<file path="config.mk">
export PLATFORM = sky130hd
export DESIGN_NAME = uart_cmd_wrapper_flat
export DESIGN_NICKNAME = d
export VERILOG_FILES = /design/src/rtl/comm_pkg.sv /design/src/rtl/uart_cmd_wrapper_if.sv /design/src/rtl/uart_rx.sv /design/src/rtl/uart_cmd_wrapper.sv /design/src/flat_wrapper.sv
export SDC_FILE = /design/constraint.sdc
export NUM_CORES = 1
export LEC_CHECK = 0
export ABC_AREA = 0
export CAP_MARGIN = 10
export CORE_MARGIN = 4
export CORE_UTILIZATION = 30
export DETAILED_ROUTE_END_ITERATION = 16
export HOLD_SLACK_MARGIN = 0.15
export PLACE_DENSITY_LB_ADDON = 0.25
export SLEW_MARGIN = 30
export SYNTH_ARGS = -nofsm -noshare
export SYNTH_HDL_FRONTEND = slang
export SYNTH_HIERARCHICAL = 1
export SYNTH_SLANG_ARGS = --single-unit
</file>
<file path="constraint.sdc">
create_clock -name clk -period 4.4 [get_ports clk]
set_input_delay 0.88 -clock clk [delete_from_list [all_inputs] [get_ports clk]]
set_output_delay 0.88 -clock clk [all_outputs]
set_load 0.02 [all_outputs]
</file>
<file path="src/rtl/comm_pkg.sv">
// Shared types and defaults for the CommMaster command link receive path.
package comm_pkg;

  localparam int unsigned DEF_BAUD_DIV = 2604;

  typedef enum logic [1:0] {
    IDLE,
    START,
    DATA,
    STOP
  } rx_state_t;

  typedef enum logic {
    WAIT_HI,
    WAIT_LO
  } pair_state_t;

endpackage

</file>
<file path="src/rtl/uart_cmd_wrapper_if.sv">
// Command hand-off between the UART command wrapper and the command processor.
interface uart_cmd_wrapper_if;

  logic        clr_cmd_rdy;
  logic [15:0] cmd;
  logic        cmd_rdy;

  modport master (
    output cmd,
    output cmd_rdy,
    input  clr_cmd_rdy
  );

  modport slave (
    input  cmd,
    input  cmd_rdy,
    output clr_cmd_rdy
  );

endinterface

</file>
<file path="src/rtl/uart_rx.sv">
// 8N1 UART receiver: two-flop synchronizer, start/data/stop FSM, one-cycle rx_rdy.
module uart_rx
  import comm_pkg::*;
#(
  parameter int unsigned BAUD_DIV = DEF_BAUD_DIV
) (
  input  logic       clk,
  input  logic       rst_n,
  input  logic       RX,
  output logic [7:0] rx_data,
  output logic       rx_rdy
);

  localparam int unsigned CNT_W = $clog2(BAUD_DIV);

  logic            rx_meta_q, rx_sync_q, rx_prev_q;
  rx_state_t       state_q, state_d;
  logic [CNT_W-1:0] baud_cnt_q, baud_cnt_d;
  logic [2:0]      bit_cnt_q, bit_cnt_d;
  logic [7:0]      data_q, data_d;
  logic            rdy_q, rdy_d;
  logic            tick_c;
  logic            fall_c;

  assign tick_c  = (baud_cnt_q == '0);
  assign fall_c  = rx_prev_q & ~rx_sync_q;
  assign rx_data = data_q;
  assign rx_rdy  = rdy_q;

  // Synchronize the asynchronous line; the third flop gives edge detection.
  always_ff @(posedge clk or negedge rst_n) begin
    if (!rst_n) begin
      rx_meta_q <= 1'b1;
      rx_sync_q <= 1'b1;
      rx_prev_q <= 1'b1;
    end else begin
      rx_meta_q <= RX;
      rx_sync_q <= rx_meta_q;
      rx_prev_q <= rx_sync_q;
    end
  end

  // Receiver state and counters.
  always_ff @(posedge clk or negedge rst_n) begin
    if (!rst_n) begin
      state_q    <= IDLE;
      baud_cnt_q <= '0;
      bit_cnt_q  <= '0;
      data_q     <= '0;
      rdy_q      <= 1'b0;
    end else begin
      state_q    <= state_d;
      baud_cnt_q <= baud_cnt_d;
      bit_cnt_q  <= bit_cnt_d;
      data_q     <= data_d;
      rdy_q      <= rdy_d;
    end
  end

  // Next-state: counter reaches zero at the middle of each bit.
  always_comb begin
    state_d    = state_q;
    baud_cnt_d = tick_c ? baud_cnt_q : baud_cnt_q - CNT_W'(1);
    bit_cnt_d  = bit_cnt_q;
    data_d     = data_q;
    rdy_d      = 1'b0;
    case (state_q)
      IDLE: begin
        if (fall_c) begin
          state_d    = START;
          baud_cnt_d = CNT_W'(BAUD_DIV / 2);
        end
      end
      START: begin
        if (tick_c) begin
          if (!rx_sync_q) begin
            state_d    = DATA;
            baud_cnt_d = CNT_W'(BAUD_DIV - 1);
            bit_cnt_d  = '0;
          end else begin
            state_d = IDLE;
          end
        end
      end
      DATA: begin
        if (tick_c) begin
          data_d     = {rx_sync_q, data_q[7:1]};
          baud_cnt_d = CNT_W'(BAUD_DIV - 1);
          bit_cnt_d  = bit_cnt_q + 3'd1;
          if (bit_cnt_q == 3'd7) begin
            state_d = STOP;
          end
        end
      end
      STOP: begin
        if (tick_c) begin
          rdy_d   = rx_sync_q;
          state_d = IDLE;
        end
      end
      default: state_d = IDLE;
    endcase
  end

endmodule

</file>
<file path="src/rtl/uart_cmd_wrapper.sv">
// UART command endpoint: pairs received bytes (high first) into a 16-bit command
// with a sticky ready flag. Optional feature macro: CMD_BYTE_TIMEOUT_EN
// (abandons a lone high byte after TMO_BITS bit-times).
module uart_cmd_wrapper
  import comm_pkg::*;
#(
  parameter int unsigned BAUD_DIV = DEF_BAUD_DIV,
  parameter int unsigned TMO_BITS = 20
) (
  input  logic                clk,
  input  logic                rst_n,
  input  logic                RX,
  uart_cmd_wrapper_if.master  cmd_bus
);

  if (BAUD_DIV < 16 || TMO_BITS == 0) begin : g_param_check
    $error("uart_cmd_wrapper: BAUD_DIV must be >= 16 and TMO_BITS nonzero");
  end

  logic [7:0]  rx_data;
  logic        rx_rdy;

  pair_state_t pair_q, pair_d;
  logic [7:0]  hi_byte_q, hi_byte_d;
  logic [15:0] cmd_q, cmd_d;
  logic        cmd_rdy_q, cmd_rdy_d;
  logic        tmo_expire_c;

  uart_rx #(.BAUD_DIV(BAUD_DIV)) u_rx (
    .clk     (clk),
    .rst_n   (rst_n),
    .RX      (RX),
    .rx_data (rx_data),
    .rx_rdy  (rx_rdy)
  );

  assign cmd_bus.cmd     = cmd_q;
  assign cmd_bus.cmd_rdy = cmd_rdy_q;

`ifdef CMD_BYTE_TIMEOUT_EN
  localparam int unsigned TMO_CYC = TMO_BITS * BAUD_DIV;
  localparam int unsigned TMO_W   = $clog2(TMO_CYC);

  logic [TMO_W-1:0] tmo_cnt_q, tmo_cnt_d;

  assign tmo_expire_c = (pair_q == WAIT_LO) && (tmo_cnt_q == TMO_W'(TMO_CYC - 1));

  // Inter-byte timer runs only while waiting for the low byte.
  always_comb begin
    tmo_cnt_d = '0;
    if (pair_q == WAIT_LO) begin
      tmo_cnt_d = tmo_cnt_q + TMO_W'(1);
    end
  end

  // Timer register.
  always_ff @(posedge clk or negedge rst_n) begin
    if (!rst_n) begin
      tmo_cnt_q <= '0;
    end else begin
      tmo_cnt_q <= tmo_cnt_d;
    end
  end
`else
  assign tmo_expire_c = 1'b0;
`endif

  // Pairing state and output registers.
  always_ff @(posedge clk or negedge rst_n) begin
    if (!rst_n) begin
      pair_q    <= WAIT_HI;
      hi_byte_q <= '0;
      cmd_q     <= '0;
      cmd_rdy_q <= 1'b0;
    end else begin
      pair_q    <= pair_d;
      hi_byte_q <= hi_byte_d;
      cmd_q     <= cmd_d;
      cmd_rdy_q <= cmd_rdy_d;
    end
  end

  // Byte pairing; a completed command's set beats any clear in the same cycle.
  always_comb begin
    pair_d    = pair_q;
    hi_byte_d = hi_byte_q;
    cmd_d     = cmd_q;
    cmd_rdy_d = cmd_rdy_q;
    if (cmd_bus.clr_cmd_rdy) begin
      cmd_rdy_d = 1'b0;
    end
    case (pair_q)
      WAIT_HI: begin
        if (rx_rdy) begin
          hi_byte_d = rx_data;
          cmd_rdy_d = 1'b0;
          pair_d    = WAIT_LO;
        end
      end
      WAIT_LO: begin
        if (rx_rdy) begin
          cmd_d     = {hi_byte_q, rx_data};
          cmd_rdy_d = 1'b1;
          pair_d    = WAIT_HI;
        end else if (tmo_expire_c) begin
          hi_byte_d = '0;
          pair_d    = WAIT_HI;
        end
      end
      default: pair_d = WAIT_HI;
    endcase
  end

endmodule

</file>
<file path="src/flat_wrapper.sv">
// flat-port wrapper written by rule: the top's interface ports become plain ports
module uart_cmd_wrapper_flat import comm_pkg::*;
#(
  parameter int unsigned BAUD_DIV = DEF_BAUD_DIV,
  parameter int unsigned TMO_BITS = 20
)
  (clk, rst_n, RX, cmd_bus_cmd, cmd_bus_cmd_rdy, cmd_bus_clr_cmd_rdy);
  uart_cmd_wrapper_if cmd_bus_i ();
  input  logic clk;
  input  logic rst_n;
  input  logic RX;
  output wire logic [$bits(cmd_bus_i.cmd)-1:0] cmd_bus_cmd;
  output wire logic [$bits(cmd_bus_i.cmd_rdy)-1:0] cmd_bus_cmd_rdy;
  input wire logic [$bits(cmd_bus_i.clr_cmd_rdy)-1:0] cmd_bus_clr_cmd_rdy;
  assign cmd_bus_cmd = cmd_bus_i.cmd;
  assign cmd_bus_cmd_rdy = cmd_bus_i.cmd_rdy;
  assign cmd_bus_i.clr_cmd_rdy = cmd_bus_clr_cmd_rdy;
  uart_cmd_wrapper #(.BAUD_DIV(BAUD_DIV), .TMO_BITS(TMO_BITS)) u_core (.clk(clk), .rst_n(rst_n), .RX(RX), .cmd_bus(cmd_bus_i));
endmodule
</file>
==> key figures, run 1 <==
Yosys
  • Syn Area/Cell: 13.1 um^2
  • Post-synth top area share: 0.516
  • Warnings, synthesis: 6
  • Post-synthesis async set-or-reset flop share: 1.00
  • Post-synth EDFFs: 0
  • Yosys reg bits: 55
  • Leading post-synthesis cells by cell area: dfrtp_1 (52%), mux2_4 (9.5%), mux2_2 (7.6%), ha_1 (3.5%), dfstp_2 (3.1%)
  • Yosys cell types: 46
  • Synthesized cell area: 0.00252 mm^2
  • Top_reg_cell synth: dfrtp_1
  • Post-synthesis cell count: 192
  • Area leader, netlist: dfrtp_1
  • Seq/Total Area, Yosys: 0.548
  • Mapped Nets: 203

STA
  • Fin. Hold Viols: 0
  • Fin Clk Skew: 0.00560 ns
  • Worst-margin pin slew: 0.969 ns
  • Clock period minus worst slack: 2.28 ns
  • Post-Route Setup TNS: 0 ns
  • Fin. max-slew vios: 0
  • Final period util: 0.517
  • RSZ-0062 raised after global routing: false
  • Slew headroom: 0.354
  • Final setup vio count: 0
  • Max Clk Rate: 439 MHz

Detailed routing
  • 1st-iter DRT viols: 51
  • WL met3: 163 um
  • Via count: 1,546
  • DR WL met2: 2040 um
  • Max layer used: met4
  • DR pass1 iterations: 4
  • Avg WL per Cell: 14.0 um
  • Final ANT Viol Nets: 0
  • Total Routed Length: 4480 um
  • Post-route DRC: 0
  • Vias per cell: 4.85
  • M1 WL: 2220 um

Placed design
  • Post-DP Area: 0.00280 mm^2
  • Gpl congestion: 0.777
  • Port-buffer cells: 20
  • Dpl hpwl: 3060 um

Finish
  • Post-route cell area: 0.00293 mm^2
  • P&R area growth vs syn: 16.2%
  • Antenna fix cells: 0
  • Fin nets: 224
  • Share of cells above drive strength 1: 0.257
  • # fillers: 797
  • Commonest non-fill, non-tap cell in the layout: dfrtp_1
  • Most frequent cells in the layout: dfrtp_1 (52), clkdlybuf4s50_1 (19), mux2_2 (17)

Global route
  • Largest net degree at the start of global routing: 56
  • Vias in the first global route: 1,641
  • Initial antenna violation count: 0
  • First-pass GRT wire length: 7910 um
  • GRT Overall Usage: 0.0968
  • GRT overflow: 0

Die
  • Initial core utilization: 0.308
  • I/O Pins: 21
  • Die width: 99.7 um
  • DIE AREA: 0.00993 mm^2
  • Rows: 33
  • Core ar.: 0.00818 mm^2
  • Die Height: 99.7 um

Critical path
  • Bufs and invs on worst path: 2
  • Max stage delay on crit path: 0.43 ns
  • Worst-path cell chain: inv_1 -> ha_1 -> nor3b_2 -> and4_4 -> inv_2 -> or2_1 -> mux2_4
  • Crit Path Class: register to register
  • Critical path peak fanout: 12
  • Largest delay share family, worst path: simple AND/OR/NAND/NOR gates
  • Req. time, crit path: 4.59 ns
  • Crit path max-delay cell type: dfrtp_1
  • Crit start category: register
  • Setup crit end kind: register
  • CP arrival: 2.46 ns

Clock tree
  • Htree depth: 2
  • CTS Root Cell: clkbuf_8
  • Hold-fix buffers at CTS: 0
  • Post-CTS Setup Repair Bufs: 0
  • Worst-Skew Late Latency: 0.30 ns
  • CTS-repair resized insts: 0
  • Clock tree buffer depth: 2
  • Total CTS buffers: 5
  • Clk sinks: 55
  • Reg clk slew, reported paths: 0.09 ns
  • CTS tree: built

Power and ir drop
  • Max IR drop VDD: 125 uV
  • Pwr per Cell Area: 440 mW/mm^2
  • Leakage power: 1.34 nW

Run status
  • Status: complete, no violations

Run
  • Max-cap violations: 0

Hold path
  • Worst min path class: register to register
-- cell type report --
type	count	area [um^2]	share of cell area
sequential	55	1380	0.471
multi-input combinational	123	1050	0.359
timing repair buffer	22	210	0.0718
tap	105	131	0.0449
clock buffer	6	72.6	0.0248
clock inverter	2	60.1	0.0205
inverter	6	22.5	0.00769
-- Yosys cell counts (all sizes together) (3+ instances only) --
master	count
a21o	3
a21oi	8
buf	6
dfrtp	52
dfstp	3
ha	7
inv	6
mux2	33
nand2	8
nand2b	6
nand3	3
nor2	9
nor3	5
o21ai	8
xnor2	3
-- flip-flops by register name (all words and copies together), names as in the netlist, named ones only --
signal and cells:
u_core/u_rx/rx_prev_q 1, u_core/pair_q 1, u_core/u_rx/rx_sync_q 1, u_core/u_rx/rx_meta_q 1, u_core/u_rx/rx_rdy 1, u_core/hi_byte_q 8
u_core/cmd_bus.cmd_rdy 1, u_core/u_rx/bit_cnt_q 3, u_core/u_rx/rx_data 8, u_core/u_rx/baud_cnt_q 12, u_core/u_rx/state_q 1, u_core/cmd_bus.cmd 16
-- logic make-up (layout without fill, tap and decap cells) --
kind of cell	count (synthesis)	after routing	synth area share
AOI/OAI and AO/OA	32	32	0.0839
xor gates and xnor gates	3	3	0.0104
adders and majority gates	7	7	0.0348
buffers and inverters	14	36	0.0348
DFF	55	55	0.548
muxes	34	34	0.175
and+or+nand+nor	47	47	0.113
-- through the flow --
step                setup slack, ns  power (mW)  std cells  hold slack [ns]  utilization
floorplan                      2.48       0.838        192            0.345            -
global placement               2.21       0.910        311            0.347        0.342
detailed placement             2.15       0.908        311            0.348        0.342
CTS                            2.12        1.30        319            0.362        0.358
global route                   1.93        1.38        319            0.370        0.358
finish                         2.12        1.29        319            0.360        0.358
-- per-layer routing --
metal | vias up | GRT usage
met5 | - | 0
met4 | 0 | 0.0305
met3 | 5 | 0.0252
met2 | 31 | 0.150
met1 | 779 | 0.133
li1 | 731 | -
-- worst paths after layout --
kind | depth (start not counted) | slack (ns) | to | from
hold reg to reg | 0 | 0.36 | u_core/u_rx/rx_sync_q | u_core/u_rx/rx_meta_q
min in group asynchronous | 2 | 0.69 | u_core/cmd_bus.cmd[10] | rst_n
setup / recovery | 7 | 2.12 | u_core/u_rx/rx_data[7] | u_core/u_rx/baud_cnt_q[0]
setup reg to reg | 7 | 2.12 | u_core/u_rx/rx_data[7] | u_core/u_rx/baud_cnt_q[0]
hold / removal | 0 | 0.36 | u_core/u_rx/rx_sync_q | u_core/u_rx/rx_meta_q
max in group asynchronous | 2 | 3.25 | u_core/u_rx/baud_cnt_q[0] | rst_n
-- power by group --
| group | internal, mW | switching, mW |
|---|---|---|
| combinational | 0.117 | 0.128 |
| sequential | 0.566 | 0.0908 |
| clock | 0.228 | 0.160 |
| total | 0.911 | 0.379 |
Note: power is estimated with default switching activity, not from simulation.
==> inputs of run 2 (changes only) <==
==> constraint.sdc (replaced) <==
create_clock -name clk -period 2.3 [get_ports clk]
set_input_delay 0.46 -clock clk [delete_from_list [all_inputs] [get_ports clk]]
set_output_delay 0.46 -clock clk [all_outputs]
set_load 0.02 [all_outputs]
==> run 2 against run 1 <==
Clock-buffer cell count unchanged. Setup slack got worse by 1.9 ns. Sequential power grew 91%. Total power grew 86%. Largest cell class unchanged. Utilization rose by 0.31 points. Critical endpoint is now u_core/u_rx/rx_data[3]. Maximum frequency rose by 7.5%. Combinational power rose by 100%. Die area is the same. Register-to-register slack worse by 1.9 ns. Clock power grew 68%.
==> key figures, run 2 (same netlist as run 1, synthesis figures left out) <==
Die
  • Core ar.: 0.00818 mm^2
  • Initial core utilization: 0.308
  • Die width: 99.7 um
  • Die Height: 99.7 um
  • I/O Pins: 21
  • DIE AREA: 0.00993 mm^2
  • Rows: 33

Finish
  • Fin nets: 229
  • Commonest non-fill, non-tap cell in the layout: dfrtp_1
  • Share of cells above drive strength 1: 0.269
  • Storage cell area: 0.00138 mm^2
  • P&R area growth vs syn: 17.2%
  • Number of flip-flops in the largest register: 16
  • Post-route cell area: 0.00295 mm^2
  • # fillers: 815
  • Most frequent cells in the layout: dfrtp_1 (52), clkdlybuf4s50_1 (19), mux2_2 (17)
  • Multi-input combinational cell area: 0.00106 mm^2
  • Antenna fix cells: 0

Critical path
  • Crit start category: register
  • R2R cell count: 7
  • Critical path peak fanout: 10
  • Req. time, crit path: 2.50 ns
  • Setup crit end kind: register
  • CP arrival: 2.32 ns
  • Crit Path Class: register to register

Global route
  • First-pass GRT wire length: 8020 um
  • Vias in the first global route: 1,621
  • GRT overflow: 0
  • GRT Overall Usage: 0.101
  • Largest net degree at the start of global routing: 20
  • Initial antenna violation count: 0

Detailed routing
  • Via count: 1,541
  • Post-route DRC: 0
  • Total Routed Length: 4620 um
  • Vias per cell: 4.76
  • Avg WL per Cell: 14.2 um
  • DR pass1 iterations: 4
  • 1st-iter DRT viols: 56
  • Final ANT Viol Nets: 0

STA
  • Max Clk Rate: 472 MHz
  • Fin. Hold Viols: 0
  • Post-Route Setup TNS: 0 ns
  • Final worst slack: 0.183 ns
  • Fin. max-slew vios: 0
  • Final setup vio count: 0
  • Fin Clk Skew: 0.0106 ns
  • Slew headroom: 0.703
  • Final period util: 0.921
  • Clock period minus worst slack: 2.12 ns
  • Worst-margin pin slew: 0.446 ns
  • RSZ-0062 raised after global routing: false

Power and ir drop
  • Leakage power: 1.36 nW
  • Pwr per Cell Area: 812 mW/mm^2
  • Max IR drop VDD: 253 uV

Run status
  • Status: complete, no violations

Run
  • Max-cap violations: 0

Clock tree
  • Total CTS buffers: 5
  • Clk sinks: 55
  • CTS Root Cell: clkbuf_8
  • Htree depth: 2
  • Clock tree buffer depth: 2
  • Reg clk slew, reported paths: 0.10 ns
  • Worst-Skew Late Latency: 0.31 ns
  • CTS tree: built

Hold path
  • Worst Hold Depth: 0
  • Worst min path class: register to register

Placed design
  • Dpl ws: 0.146 ns
  • Port-buffer cells: 20
  • Dpl hpwl: 3180 um
  • Gpl congestion: 0.801
  • Post-DP Area: 0.00282 mm^2
-- run 2: power by group --
part,switching (mW),internal [mW]
logic,0.251,0.245
clock network,0.323,0.330
registers,0.169,1.08
-- run 2: stage by stage --
step                power [mW]   util  cells  hold WS (ns)
finish                    2.40  0.361    324         0.360
global route              2.59  0.361    324         0.371
CTS                       2.42  0.360    323         0.362
detailed placement        1.74  0.345    314         0.348
global placement          1.73  0.345    314         0.347
floorplan                 1.60      -    192         0.164
-- run 2: path summary, 6_finish.rpt --
kind,startpoint,end,slack (ns)
max reg2reg,u_core/u_rx/baud_cnt_q[1],u_core/u_rx/rx_data[3],0.18
min reg2reg,u_core/u_rx/rx_meta_q,u_core/u_rx/rx_sync_q,0.36
min in group asynchronous,rst_n,u_core/cmd_bus.cmd[10],0.61
max in group asynchronous,rst_n,u_core/u_rx/rx_prev_q,0.99
max,u_core/u_rx/baud_cnt_q[1],u_core/u_rx/rx_data[3],0.18
min,u_core/u_rx/rx_meta_q,u_core/u_rx/rx_sync_q,0.36
-- run 2: timing repair --
| action | CTS | global route |
|---|---|---|
| hold endpoints to repair | 17 | 0 |
| setup buffers | 0 | 1 |
| hold buffers | 1 | 0 |
| resized for setup | 0 | 1 |
| setup endpoints to repair | 0 | 6 |
-- run 2: layout make-up --
cell class,count,share of cell area
multi-input cells,123,0.358
clock buffers,6,0.0246
inverters,6,0.00762
flip-flops and latches,55,0.467
clock inverters,2,0.0131
well taps,105,0.0445
repair buffers,27,0.0847
-- run 2: critical path, stage by stage (launching register included) --
cell     delay, ns
dfrtp_1       0.43
inv_1         0.10
ha_1          0.17
nor3b_4       0.23
and4_4        0.25
inv_2         0.09
or2_1         0.40
mux2_4        0.35
-- run 2: per-layer routing --
layer / wire [um] / up-vias / track usage
li1: - / 743 / -
met1: 2290 / 765 / 0.141
met2: 2120 / 29 / 0.149
met3: 158 / 4 / 0.0245
met4: 52 / 0 / 0.0389
met5: 0 / - / 0
==> inputs of run 3 (changes only) <==
--- a/config.mk
+++ b/config.mk
@@ -10,6 +10,7 @@
 export CORE_MARGIN = 4
 export CORE_UTILIZATION = 30
 export DETAILED_ROUTE_END_ITERATION = 16
+export GPL_TIMING_DRIVEN = 0
 export HOLD_SLACK_MARGIN = 0.15
 export PLACE_DENSITY_LB_ADDON = 0.25
 export SLEW_MARGIN = 30
==> run 3 against run 2 <==
Wire length decreased by 0.78%. Combinational power increased by 4.6%. Setup slack improved by 0.032 ns. Non-clock buffer count increased by 5. Hold slack about the same. Total power increased by 0.55%. Via count decreased by 2.5%. Global-route usage increased by 0.17 points. Cell area increased by 2.4%. Largest cell class unchanged. Largest power group unchanged.
==> key figures, run 3 (same netlist as run 1, synthesis figures left out) <==
Finish
  • Fin cells: 329
  • Antenna fix cells: 0
  • P&R area growth vs syn: 20.1%
  • Final core occ: 0.370
  • Fin nets: 234
  • # fillers: 811
  • Number of flip-flops in the largest register: 16
  • Most frequent cells in the layout: dfrtp_1 (52), clkdlybuf4s50_1 (19), mux2_2 (17)
  • Share of cells above drive strength 1: 0.286
  • Commonest non-fill, non-tap cell in the layout: dfrtp_1

Die
  • Die Height: 99.7 um
  • Core ar.: 0.00818 mm^2
  • Die width: 99.7 um
  • DIE AREA: 0.00993 mm^2
  • Initial core utilization: 0.308
  • Rows: 33
  • I/O Pins: 21

Clock tree
  • Clk sinks: 55
  • Worst-Skew Late Latency: 0.31 ns
  • CTS tree: built
  • Total CTS buffers: 5
  • Htree depth: 2
  • CTS Root Cell: clkbuf_8
  • Reg clk slew, reported paths: 0.09 ns
  • Clock tree buffer depth: 2

Placed design
  • Dpl hpwl: 3190 um
  • Port-buffer cells: 20
  • Placed instance count: 318
  • Gpl congestion: 0.718

Hold path
  • Hold path endpoint: u_core/u_rx/rx_sync_q
  • Hold Crit Start: u_core/u_rx/rx_meta_q
  • Worst Hold Depth: 0
  • Worst min path class: register to register

Critical path
  • R2R Path Start: u_core/u_rx/baud_cnt_q[1]
  • Crit start category: register
  • FF-to-FF End: u_core/u_rx/baud_cnt_q[0]
  • R2R cell count: 10
  • Max stage delay on crit path: 0.43 ns
  • Critical path peak fanout: 10
  • Setup crit end kind: register
  • Critical Path Source: u_core/u_rx/baud_cnt_q[1]
  • Reg-to-reg slack, setup: 0.21 ns
  • CP arrival: 2.28 ns
  • Most frequent CP cell: ha_1
  • Worst-path cell chain: inv_1 -> ha_1 -> nor3b_4 -> and4_4 -> inv_2 -> ha_1 -> nand2_1 -> o21ai_0 -> a32oi_1 -> o21ai_1
  • Req. time, crit path: 2.49 ns
  • Crit path max-delay cell type: dfrtp_1
  • Crit Path Class: register to register

STA
  • Slew headroom: 0.598
  • Final period util: 0.907
  • Final setup vio count: 0
  • Worst-margin pin slew: 0.601 ns
  • Fin Clk Skew: 0.00770 ns
  • Fin. max-slew vios: 0
  • Max Clk Rate: 479 MHz
  • Fin. Hold Viols: 0
  • Clock period minus worst slack: 2.09 ns
  • RSZ-0062 raised after global routing: false

Global route
  • Largest net degree at the start of global routing: 44
  • GRT overflow: 0
  • Vias in the first global route: 1,605
  • Initial antenna violation count: 0
  • GRT Overall Usage: 0.102
  • First-pass GRT wire length: 8050 um

Detailed routing
  • Avg WL per Cell: 13.9 um
  • Final ANT Viol Nets: 0
  • Via count: 1,502
  • Vias per cell: 4.57
  • DR pass1 iterations: 4
  • 1st-iter DRT viols: 60
  • Total Routed Length: 4580 um
  • Post-route DRC: 0

Power and ir drop
  • Max IR drop VDD: 259 uV
  • Leakage power: 1.39 nW
  • Pwr per Cell Area: 797 mW/mm^2
  • Total power: 2.41 mW

Run status
  • Status: complete, no violations

Run
  • Max-cap violations: 0
## run 3: changes by cell type in the layout (fill, tap and decap cells not counted)
cell	change
buf_2	+2
inv_1	-1
o21ai_0	-1
buf_16	+1
clkbuf_1	+2
buf_6	+2
inv_2	+1
nor4b_2	+1
buf_12	+1
nor4b_1	-1
o21ai_1	+1
buf_4	-3
## run 3: layer usage
layer	track usage	vias to the layer above	share of wire
li1	-	751	-
met1	0.145	726	0.53
met2	0.153	19	0.44
met3	0.0252	6	0.024
met4	0.0347	0	0.015
met5	0	-	0
## run 3: what timing repair did
item | CTS | global route
endpoints found under the hold margin | 12 | 0
hold buffers | 1 | 0
resized for setup | 0 | 3
setup endpoints to repair | 0 | 1
setup buffers | 0 | 2
## run 3: power breakdown
part / switching [mW] / total [mW] / leakage [nW] / internal [mW]
Combinational: 0.259 / 0.518 / 0.603 / 0.259
Sequential: 0.161 / 1.24 / 0.730 / 1.08
Clock: 0.321 / 0.651 / 0.0558 / 0.330
Total: 0.741 / 2.41 / 1.39 / 1.67
## run 3: worst max-delay path: cells and delay by family, from the launching register on
kind            cells  cell delay [ns]
simple gates        3             0.53
flops               1             0.43
fa+ha+maj           2             0.49
compound gates      3             0.33
buf+inv             2             0.19
## run 3: cell type report
type | instances | area (um^2) | share of cell area
plain buffers | 8 | 65.1 | 0.0215
multi-input cells | 123 | 1060 | 0.352
flip-flops and latches | 55 | 1380 | 0.456
clock buffers | 6 | 72.6 | 0.0240
clock inverters | 2 | 38.8 | 0.0128
well taps | 105 | 131 | 0.0434
repair buffers | 24 | 250 | 0.0827
inverters | 6 | 22.5 | 0.00744
## run 3: how the worst max path moves through the flow
| stage | cells past startpoint | end | slack, ns |
|---|---|---|---|
| after detailed placement | 10 | u_core/u_rx/baud_cnt_q[0] | 0.13 |
| after global routing | 10 | u_core/u_rx/baud_cnt_q[0] | 0.01 |
| final | 10 | u_core/u_rx/baud_cnt_q[0] | 0.21 |
| after global placement | 1 | async pin | -1.03 |
| after floorplan | 8 | u_core/u_rx/rx_data[2] | 0.38 |
| after CTS | 10 | u_core/u_rx/baud_cnt_q[0] | 0.1 |
## run 3: stage by stage
stage                     hold slack [ns]  cell area [um^2]  setup slack (ns)  TNS [ns]
after floorplan                     0.164              2520             0.381         0
after global placement              0.346              2850             -1.03    -54.67
after detailed placement            0.328              2880             0.127         0
after CTS                           0.361              3000            0.0951         0
after global routing                0.363              3030            0.0125         0
final                               0.360              3030             0.214         0
